**src/rtl/lif_frame_sched.sv**
```systemverilog
// Frame sequencer for one LIF neuron block: queues 16-bit host frames, presents one
// frame per programmable period to the block inputs and captures the block output LAT cycles later.
module lif_frame_sched #(
    parameter int         DEPTH    = 4,
    parameter int         LAT      = 2,
    parameter logic [3:0] SPIKE_TH = 4'd8
) (
    input  logic        clk,
    input  logic        reset,
    input  logic        enable,
    input  logic [7:0]  period,
    input  logic        frame_valid,
    input  logic [15:0] frame_data,
    output logic        frame_ready,
    output logic [3:0]  blk_in1,
    output logic [3:0]  blk_in2,
    output logic [3:0]  blk_in3,
    output logic [3:0]  blk_in4,
    input  logic [3:0]  blk_out,
    output logic        res_valid,
    output logic [3:0]  res_data,
    output logic        res_spike,
    output logic        busy,
    output logic [15:0] issued_cnt
);

    localparam int AW = (DEPTH > 1) ? $clog2(DEPTH) : 1;
    localparam int CW = $clog2(DEPTH + 1);
    localparam logic [CW-1:0] FULL_CNT = CW'(DEPTH);

    // Frame storage; contents need no reset because occupancy gates every read.
    logic [15:0]   mem_q [DEPTH];
    logic [AW-1:0] wr_ptr_q, wr_ptr_d;
    logic [AW-1:0] rd_ptr_q, rd_ptr_d;
    logic [CW-1:0] count_q, count_d;
    logic          rdy_q, rdy_d;

    logic          fifo_empty;
    logic          push;
    logic          pop;
    logic [15:0]   head;

    logic [7:0]    pcnt_q, pcnt_d;
    logic [15:0]   blk_q, blk_d;
    logic [LAT-1:0] vld_q, vld_d;
    logic          vld_tail;

    logic          res_valid_q, res_valid_d;
    logic [3:0]    res_data_q, res_data_d;
    logic          res_spike_q, res_spike_d;
    logic [15:0]   issued_q, issued_d;

    assign fifo_empty = (count_q == '0);
    assign head       = mem_q[rd_ptr_q];

    // Push/pop handshake: a frame is taken only when frame_valid and frame_ready are
    // both high at the clock edge; frame_ready reflects registered occupancy, so a pop
    // in the same cycle never makes room for a push until the following cycle.
    assign push = frame_valid & rdy_q;
    assign pop  = enable & ~fifo_empty & (pcnt_q == 8'd0);

    assign vld_tail = vld_q[LAT-1];

    always_comb begin
        wr_ptr_d = wr_ptr_q;
        rd_ptr_d = rd_ptr_q;
        count_d  = count_q;
        if (push) begin
            wr_ptr_d = wr_ptr_q + 1'b1;
        end
        if (pop) begin
            rd_ptr_d = rd_ptr_q + 1'b1;
        end
        case ({push, pop})
            2'b10:   count_d = count_q + 1'b1;
            2'b01:   count_d = count_q - 1'b1;
            default: count_d = count_q;
        endcase
        rdy_d = (count_d != FULL_CNT);
    end

    // The period counter free-runs down to zero even while disabled, so re-enabling
    // issues immediately once the previous spacing has elapsed.
    always_comb begin
        pcnt_d = pcnt_q;
        if (pop) begin
            pcnt_d = (period == 8'd0) ? 8'd0 : period - 8'd1;
        end else if (pcnt_q != 8'd0) begin
            pcnt_d = pcnt_q - 8'd1;
        end
    end

    always_comb begin
        blk_d    = pop ? head : 16'd0;
        vld_d    = LAT'({vld_q, pop});
        issued_d = pop ? issued_q + 16'd1 : issued_q;
    end

    // The tail bit marks the cycle blk_out reflects the frame issued LAT cycles earlier.
    always_comb begin
        res_valid_d = vld_tail;
        res_data_d  = res_data_q;
        res_spike_d = 1'b0;
        if (vld_tail) begin
            res_data_d  = blk_out;
            res_spike_d = (blk_out >= SPIKE_TH);
        end
    end

    always_ff @(posedge clk) begin
        if (push) begin
            mem_q[wr_ptr_q] <= frame_data;
        end
    end

    always_ff @(posedge clk) begin
        if (reset) begin
            wr_ptr_q    <= '0;
            rd_ptr_q    <= '0;
            count_q     <= '0;
            rdy_q       <= 1'b1;
            pcnt_q      <= 8'd0;
            blk_q       <= 16'd0;
            vld_q       <= '0;
            res_valid_q <= 1'b0;
            res_data_q  <= 4'd0;
            res_spike_q <= 1'b0;
            issued_q    <= 16'd0;
        end else begin
            wr_ptr_q    <= wr_ptr_d;
            rd_ptr_q    <= rd_ptr_d;
            count_q     <= count_d;
            rdy_q       <= rdy_d;
            pcnt_q      <= pcnt_d;
            blk_q       <= blk_d;
            vld_q       <= vld_d;
            res_valid_q <= res_valid_d;
            res_data_q  <= res_data_d;
            res_spike_q <= res_spike_d;
            issued_q    <= issued_d;
        end
    end

    assign frame_ready = rdy_q;
    assign blk_in1     = blk_q[3:0];
    assign blk_in2     = blk_q[7:4];
    assign blk_in3     = blk_q[11:8];
    assign blk_in4     = blk_q[15:12];
    assign res_valid   = res_valid_q;
    assign res_data    = res_data_q;
    assign res_spike   = res_spike_q;
    assign issued_cnt  = issued_q;
    // Busy stays high through the result pulse itself and drops the cycle after.
    assign busy        = ~fifo_empty | (|vld_q) | res_valid_q;

endmodule

```
**config.mk**
```make
export PLATFORM = sky130hd
export DESIGN_NAME = lif_frame_sched
export DESIGN_NICKNAME = d
export VERILOG_FILES = /design/src/rtl/lif_frame_sched.sv
export SDC_FILE = /design/constraint.sdc
export NUM_CORES = 1
export LEC_CHECK = 0
export CORE_MARGIN = 8
export CORE_UTILIZATION = 43
export CTS_CLUSTER_DIAMETER = 60
export CTS_CLUSTER_SIZE = 14
export DETAILED_ROUTE_END_ITERATION = 12
export GPL_TIMING_DRIVEN = 0
export HOLD_SLACK_MARGIN = 0.06
export MAX_ROUTING_LAYER = met4
export PLACE_DENSITY = 0.63
export REMOVE_ABC_BUFFERS = 1
export SYNTH_ARGS = -nofsm -noshare
export SYNTH_HDL_FRONTEND = slang
export SYNTH_SLANG_ARGS = --single-unit
```
**constraint.sdc**
```tcl
create_clock -name clk -period 4.1 [get_ports clk]
set_input_delay 0.82 -clock clk [delete_from_list [all_inputs] [get_ports clk]]
set_output_delay 0.82 -clock clk [all_outputs]
set_load 0.02 [all_outputs]
```
==> results.md, run 1 <==
Setup path:
- The worst setup path is captured at a flop.
- The critical-path maximum fanout is 13.
- The category of the worst setup path launch point is a flop.
- Data on the critical path arrives at its endpoint at 3.77 ns.
- STA puts the critical path data required time at 4.47 ns.
- The kind of critical path is reg -> reg.

Cells and area:
- The total inserted antenna cells is 0.
- After routing the design area is 6220 um2.
- Of the cells placed in the final design, the portion with a size suffix greater than 1 is 0.132.
- The area growth from synthesis to layout is 29.5%.
- The net count of the finished layout is 476.

Placed design:
- The final weighted congestion of routability-driven global placement is 0.787.
- The number of buffers added on ports is 71.
- Once placement finished, the instance area stood at 5620 um2.
- The HPWL after detailed placement is 6180 um.

Global routing:
- Global routing finished with a remaining overflow of 0.
- The first global-routing pass estimated 15800 um of wire.
- The initial antenna violation count is 0.
- The via count of the first global-routing pass was 3160.
- Entering global routing, the biggest net connects 35 pins.
- The all-layer global routing usage is 0.139.

Power and ir drop:
- In this run the static leakage power is 2.10 nW.
- The maximum VDD drop is 375 uV.
- The total power divided by cell area is 556 nW/um2.

Timing:
- The post-route setup TNS is 0 ns.
- Setup violations remaining at the end of the flow were counted as 0.
- In this run the tightest slew margin relative to its limit is 0.156.
- The clock period minus worst slack is 3.40 ns.
- Setup repair after global routing left no endpoint under its margin.
- The share of the cycle needed by the critical path after routing is 0.830.
- The hold violation total from the final report is 0.
- For this run, the top clock speed supported by timing is 294 MHz.
- At the pin with the least slew margin, the transition time is 1.26 ns.
- The clock tree skew after final layout is 0.00700 ns.
- The number of max-slew violations in the final report came to 0.

CTS:
- The H-tree was split into 4 levels.
- The clock tree from TritonCTS is yes.
- The root cell of the clock tree is sky130_fd_sc_hd__clkbuf_8.
- Counting along the longest clock path gives a buffer depth of 2.
- The number of buffers inserted during clock tree synthesis is 17.
- CTS saw 120 sinks.
- The clock latency on the worst-skew pair is 0.49 ns.
- The clock-pin slew of the registers on the worst-case setup and hold paths is 0.06 ns.

Synth:
- In this run, synthesis inferred 64 flip-flops with an integrated enable.
- The post-synthesis instance area is 4800 um2.
- The most used flip-flop cell after synthesis is sky130_fd_sc_hd__edfxtp_1.
- The async set-reset flop share out of synthesis is 0.
- Synthesis produced 358 cells.
- In this run the mean area of a mapped cell was 13.4 um2.
- The post-synthesis sequential element count is 120.
- The number of warnings reported in the yosys synthesis log is 0.
- The number of library cell types mapped by synthesis is 49.
- The share of synthesized area occupied by flip-flops and latches is 0.634.

Detailed routing:
- The routed wire length is 9380 um.
- The final antenna-violating net count is 0.
- For this run, design rule violations remaining after detail routing come to 0.
- The first TritonRoute pass finished after 4 iterations.
- The number of vias after detailed routing is 3092.
- The iteration-0 DRC count of the detailed router is 174.
- After detailed routing, the average wire length per cell comes to 16.0 um.
- Using the TritonRoute via totals, the vias-per-cell ratio works out to 5.28.

Floorplan:
- The die covers 14800 um2.
- The chip height is 122 um.
- The core outline area is 10900 um2.
- The die is 122 um wide.
- The number of rows created at floorplan is 38.
- The number of top-level pins is 72.
- The initial core utilization is 0.441.

Hold path:
- The worst hold path class is reg -> reg.

Run:
- The max capacitance violation total is 0.

Run status:
- The flow ran to the end, and the final reports show no timing, DRC or antenna violations.
-- critical path, cell delays in order (launching register included) --
cell	delay, ns
sky130_fd_sc_hd__dfxtp_1	0.33
sky130_fd_sc_hd__inv_1	0.11
sky130_fd_sc_hd__ha_1	0.18
sky130_fd_sc_hd__nor4b_2	0.48
sky130_fd_sc_hd__nand3_1	0.30
sky130_fd_sc_hd__inv_1	0.45
sky130_fd_sc_hd__ha_1	0.27
sky130_fd_sc_hd__inv_1	0.06
sky130_fd_sc_hd__fa_1	0.37
sky130_fd_sc_hd__xor2_1	0.16
sky130_fd_sc_hd__or3_1	0.30
sky130_fd_sc_hd__a21oi_1	0.18
sky130_fd_sc_hd__nand2_1	0.08
-- where the power goes --
part / switching [mW] / internal [mW]
Sequential: 0.0839 / 1.36
Combinational: 0.273 / 0.270
Clock: 0.575 / 0.893
-- metrics by stage --
step | hold WS, ns | power, mW | worst slack [ns] | utilization | cells
6_report | 0.472 | 3.46 | 0.695 | 0.571 | 586
5_1_grt | 0.482 | 3.63 | 0.365 | 0.571 | 586
4_1_cts | 0.474 | 3.49 | 0.309 | 0.571 | 586
3_5_place_dp | 0.461 | 2.01 | 0.295 | 0.516 | 554
3_3_place_gp | 0.456 | 2.00 | 0.377 | 0.516 | 554
2_1_floorplan | 0.439 | 1.83 | 1.01 | - | 343
-- layout by cell type, fill, tap and decap left out, types with 6 or more instances in the layout --
cell type	instances
sky130_fd_sc_hd__a21oi_1	21
sky130_fd_sc_hd__inv_6	6
sky130_fd_sc_hd__clkbuf_16	16
sky130_fd_sc_hd__or3_1	10
sky130_fd_sc_hd__ha_1	10
sky130_fd_sc_hd__nand2_1	15
sky130_fd_sc_hd__dfxtp_1	56
sky130_fd_sc_hd__nor2b_1	19
sky130_fd_sc_hd__nand3_1	15
sky130_fd_sc_hd__o31ai_1	7
sky130_fd_sc_hd__clkdlybuf4s50_1	71
sky130_fd_sc_hd__nor2_1	13
sky130_fd_sc_hd__mux4_2	16
sky130_fd_sc_hd__o21ai_0	11
sky130_fd_sc_hd__or4_1	7
sky130_fd_sc_hd__inv_1	13
sky130_fd_sc_hd__edfxtp_1	64
sky130_fd_sc_hd__xor2_1	7
-- synthesized netlist by cell type, types with 10 or more instances --
| library cell | number | area (um2) |
|---|---|---|
| sky130_fd_sc_hd__inv_1 | 13 | 48.8 |
| sky130_fd_sc_hd__edfxtp_1 | 64 | 1920 |
| sky130_fd_sc_hd__o21ai_0 | 11 | 55.1 |
| sky130_fd_sc_hd__ha_1 | 10 | 125 |
| sky130_fd_sc_hd__a21oi_1 | 21 | 105 |
| sky130_fd_sc_hd__nor2b_1 | 19 | 119 |
| sky130_fd_sc_hd__mux4_2 | 16 | 360 |
| sky130_fd_sc_hd__clkbuf_1 | 11 | 41.3 |
| sky130_fd_sc_hd__nand2_1 | 15 | 56.3 |
| sky130_fd_sc_hd__or3_1 | 10 | 62.6 |
| sky130_fd_sc_hd__nand3_1 | 15 | 75.1 |
| sky130_fd_sc_hd__dfxtp_1 | 56 | 1120 |
| sky130_fd_sc_hd__nor2_1 | 13 | 48.8 |
-- flip-flops by register name, summed over array words and instances (netlist names) --
name	count
blk_q	16
count_q	3
frame_ready	1
issued_cnt	16
mem_q	64
pcnt_q	8
rd_ptr_q	2
res_data	4
res_spike	1
res_valid	1
vld_q	2
wr_ptr_q	2
-- cell families after synthesis --
kind of cell	Yosys count	synth area share
xor+xnor	11	0.0201
simple gates	113	0.138
fa+ha+maj	11	0.0302
compound gates	55	0.0706
flops	120	0.634
mux	20	0.0834
buf+inv	28	0.0240
-- routing by layer --
layer  up-vias  wire [um]  GRT usage
met1      1529       4340      0.169
met4         0        103     0.0517
met3         7        268     0.0338
met5         -          0          -
met2        50       4670      0.220
li1       1506          -          -
-- layout make-up --
cell class | instances | area (um2)
sequential | 120 | 3040
multi-input combinational | 210 | 1650
clock buffer | 17 | 414
inverter | 13 | 48.8
timing repair buffer | 71 | 711
fill | 913 | 4670
clock inverter | 15 | 179
tap | 140 | 175
-- final timing paths --
kind            endpoint      start  depth (start not counted)  slack [ns]
min reg2reg     vld_q[1]   vld_q[0]                          1        0.47
min             vld_q[1]   vld_q[0]                          1        0.47
max          frame_ready  pcnt_q[0]                         12        0.70
max reg2reg  frame_ready  pcnt_q[0]                         12        0.70
-- repair_timing --
item	CTS	global route
gates resized for setup	0	1
hold buffers	0	0
setup endpoints to repair	0	1
buffers inserted	0	0
Power figures use the tool's default switching activity.
==> inputs of run 2 (changes only) <==
==> constraint.sdc (replaced) <==
create_clock -name clk -period 3.4 [get_ports clk]
set_input_delay 0.68 -clock clk [delete_from_list [all_inputs] [get_ports clk]]
set_output_delay 0.68 -clock clk [all_outputs]
set_load 0.02 [all_outputs]
==> run 2 against run 1 <==
Effect of this change:
- sequential power up 21%
- critical endpoint unchanged
- die area stayed put
- largest cell class unchanged
- first-iteration DRC count stayed put
- critical path depth unchanged
==> results.md, run 2 (synthesis gave the netlist of run 1 again) <==
Run status:
- The flow ran to the end, and the final reports show no timing, DRC or antenna violations.

Timing:
- The final number of setup-violating endpoints came to 0 (unchanged).
- The maximum frequency from static timing analysis was 322 MHz (+9.6%).
- The worst max-slew margin expressed relative to the limit is 0.166 (+0.00984).
- The number of max-slew violations in the final report is 0 (unchanged).
- The share of the cycle needed by the critical path after routing was 0.914 (+0.0832).
- The clock tree skew after final layout was 0.00699 ns (-0.00000893 ns).
- The clock period minus worst slack is 3.11 ns (-0.299 ns).
- The post-route setup TNS came to 0 ns (unchanged).
- Setup repair after global routing left no endpoint under its margin.
- The hold violation total from the final report is 0 (unchanged).
- The slew at the pin with the worst max-slew slack is 1.25 ns (-0.0147 ns).

Detailed routing:
- The vias per cell is 5.24 (-0.61%).
- The routed wire length came to 9350 um (-0.31%).
- The average wire per cell in the routed design is 16.0 um (-0.31%).
- The number of remaining DRC errors came to 0 (unchanged).
- The iteration-0 DRC count of the detailed router was 174 (unchanged).
- The iteration count of the initial detailed-routing pass is 4 (unchanged).
- The number of vias after detailed routing was 3073 (-0.61%).
- The final antenna-violating net count is 0 (unchanged).

Setup path:
- The critical path in this run is classified as reg -> reg.
- The number of buffers and inverters on the critical path is 3 (unchanged).
- The critical path data required time was 3.77 ns (-0.70 ns).
- STA classifies the critical path startpoint as a flop.
- The cell type of the slowest stage on the worst timing path is sky130_fd_sc_hd__fa_1.
- Traced cell by cell, the critical path runs through inv_1, ha_1, nor4b_4, nand3_1, clkinvlp_4, ha_1, inv_1, fa_1, xor2_1, or3_1, a21oi_1, nand2_1.
- The worst setup path is captured at a flop.
- The critical-path maximum fanout was 13 (unchanged).
- The arrival time at the worst endpoint came to 3.47 ns (-0.30 ns).
- The highest cell delay on the worst timing path is 0.37 ns (-0.11 ns).
- In this design, the largest share of critical-path delay is due to simple AND/OR/NAND/NOR gates.

Cells and area:
- The library cell used most frequently in the layout, excluding fill and tap cells, is sky130_fd_sc_hd__clkdlybuf4s50_1.
- The net count of the finished layout is 476 (unchanged).
- The fraction of final layout cells sized beyond drive strength 1 is 0.137 (+0.00448).
- The library cells used most frequently in the layout, excluding fill and tap cells, are sky130_fd_sc_hd__clkdlybuf4s50_1, sky130_fd_sc_hd__edfxtp_1, sky130_fd_sc_hd__dfxtp_1.
- The number of inserted filler cells in the final layout is 910 (-0.33%).
- Compared with the post-synthesis result, the final layout area differs by 29.9%.
- The total inserted antenna cells came to 0 (unchanged).
- The flip-flop count of the largest register, all copies and words added is 64 (unchanged).
- The register bank with the most flops is mem_q.

CTS:
- The clock tree from TritonCTS is yes.
- The cell sitting at the root of the clock tree is a sky130_fd_sc_hd__clkbuf_8.
- The clock sink total is 120 (unchanged).
- The clock-pin slew of the registers on the worst-case setup and hold paths is 0.06 ns (about the same).
- The count of buffers added by post-CTS timing repair for setup is 0 (unchanged).
- The H-tree depth came to 4 (unchanged).
- The maximum clock path buffer count is 2 (unchanged).
- The number of buffers inserted during clock tree synthesis is 17 (unchanged).
- The clock latency on the worst-skew pair is 0.49 ns (about the same).

Global routing:
- The first-pass GRT wire length is 15800 um (about the same).
- The via count of the first global-routing pass came to 3161 (+0.032%).
- The all-layer global routing usage came to 0.139 (about the same).
- The largest net degree at the start of global routing was 35 (unchanged).
- The overflow left after global routing came to 0 (unchanged).
- The initial antenna violation count is 0 (unchanged).

Run:
- The max capacitance violation total is 0 (unchanged).

Floorplan:
- The number of top-level pins came to 72 (unchanged).
- The chip width was 122 um (unchanged).
- The number of rows created at floorplan is 38 (unchanged).
- The core outline area is 10900 um2 (unchanged).
- The chip height was 122 um (unchanged).
- The initial core utilization was 0.441 (unchanged).
- The area enclosed by the die boundary came to 14800 um2 (unchanged).

Power and ir drop:
- The total power divided by cell area is 671 nW/um2 (+21%).
- The leakage dissipation is 2.10 nW (-0.15%).
- The maximum VDD drop came to 490 uV (+31%).
- The overall power came to 4.19 mW (+21%).

Placed design:
- The final weighted congestion of routability-driven global placement came to 0.787 (unchanged).
- The final HPWL from detailed placement is 6180 um (unchanged).
- The number of buffers added on ports is 71 (unchanged).

Hold path:
- The path class of the tightest hold or removal check is reg -> reg.
run 2: area by class of cell:
| type | count | area [um2] | share of cell area |
|---|---|---|---|
| repair buffers | 71 | 711 | 0.114 |
| clock inverters | 15 | 179 | 0.0287 |
| inverters | 13 | 52.6 | 0.00842 |
| well taps | 140 | 175 | 0.0281 |
| clock buffers | 17 | 414 | 0.0664 |
| flip-flops and latches | 120 | 3040 | 0.488 |
| multi-input cells | 210 | 1660 | 0.267 |
run 2: stage by stage:
| step | cells | hold slack (ns) | utilization | instance area, um2 | setup slack (ns) |
|---|---|---|---|---|---|
| 2_1_floorplan | 343 | 0.439 | - | 4740 | 0.313 |
| 3_3_place_gp | 554 | 0.456 | 0.516 | 5620 | -0.319 |
| 3_5_place_dp | 554 | 0.461 | 0.516 | 5620 | -0.405 |
| 4_1_cts | 586 | 0.474 | 0.572 | 6220 | 0.0896 |
| 5_1_grt | 586 | 0.482 | 0.573 | 6240 | 0.00788 |
| 6_report | 586 | 0.472 | 0.573 | 6240 | 0.294 |
run 2: report_power, final:
part	internal [mW]	switching (mW)	leakage, nW
Sequential	1.64	0.107	1.04
Combinational	0.336	0.331	0.764
Clock	1.08	0.691	0.292
Total	3.06	1.13	2.10
run 2: layer usage:
layer	share of wire	global-route usage
met1	0.46	0.169
met2	0.50	0.220
met3	0.027	0.0338
met4	0.0081	0.0517
met5	0	-
run 2: final timing paths:
| kind | from | endpoint | slack [ns] | depth (start not counted) |
|---|---|---|---|---|
| worst max-delay path | pcnt_q[0] | frame_ready | 0.29 | 12 |
| worst min-delay path | vld_q[0] | vld_q[1] | 0.47 | 1 |
| worst min register to register | vld_q[0] | vld_q[1] | 0.47 | 1 |
| worst max register to register | pcnt_q[0] | frame_ready | 0.29 | 12 |
run 2: repair_timing:
| action | 4_1_cts | 5_1_grt |
|---|---|---|
| hold buffers | 0 | 0 |
| endpoints found under the hold margin | 0 | 0 |
| setup endpoints to repair | 3 | 2 |
| gates resized for setup | 2 | 2 |
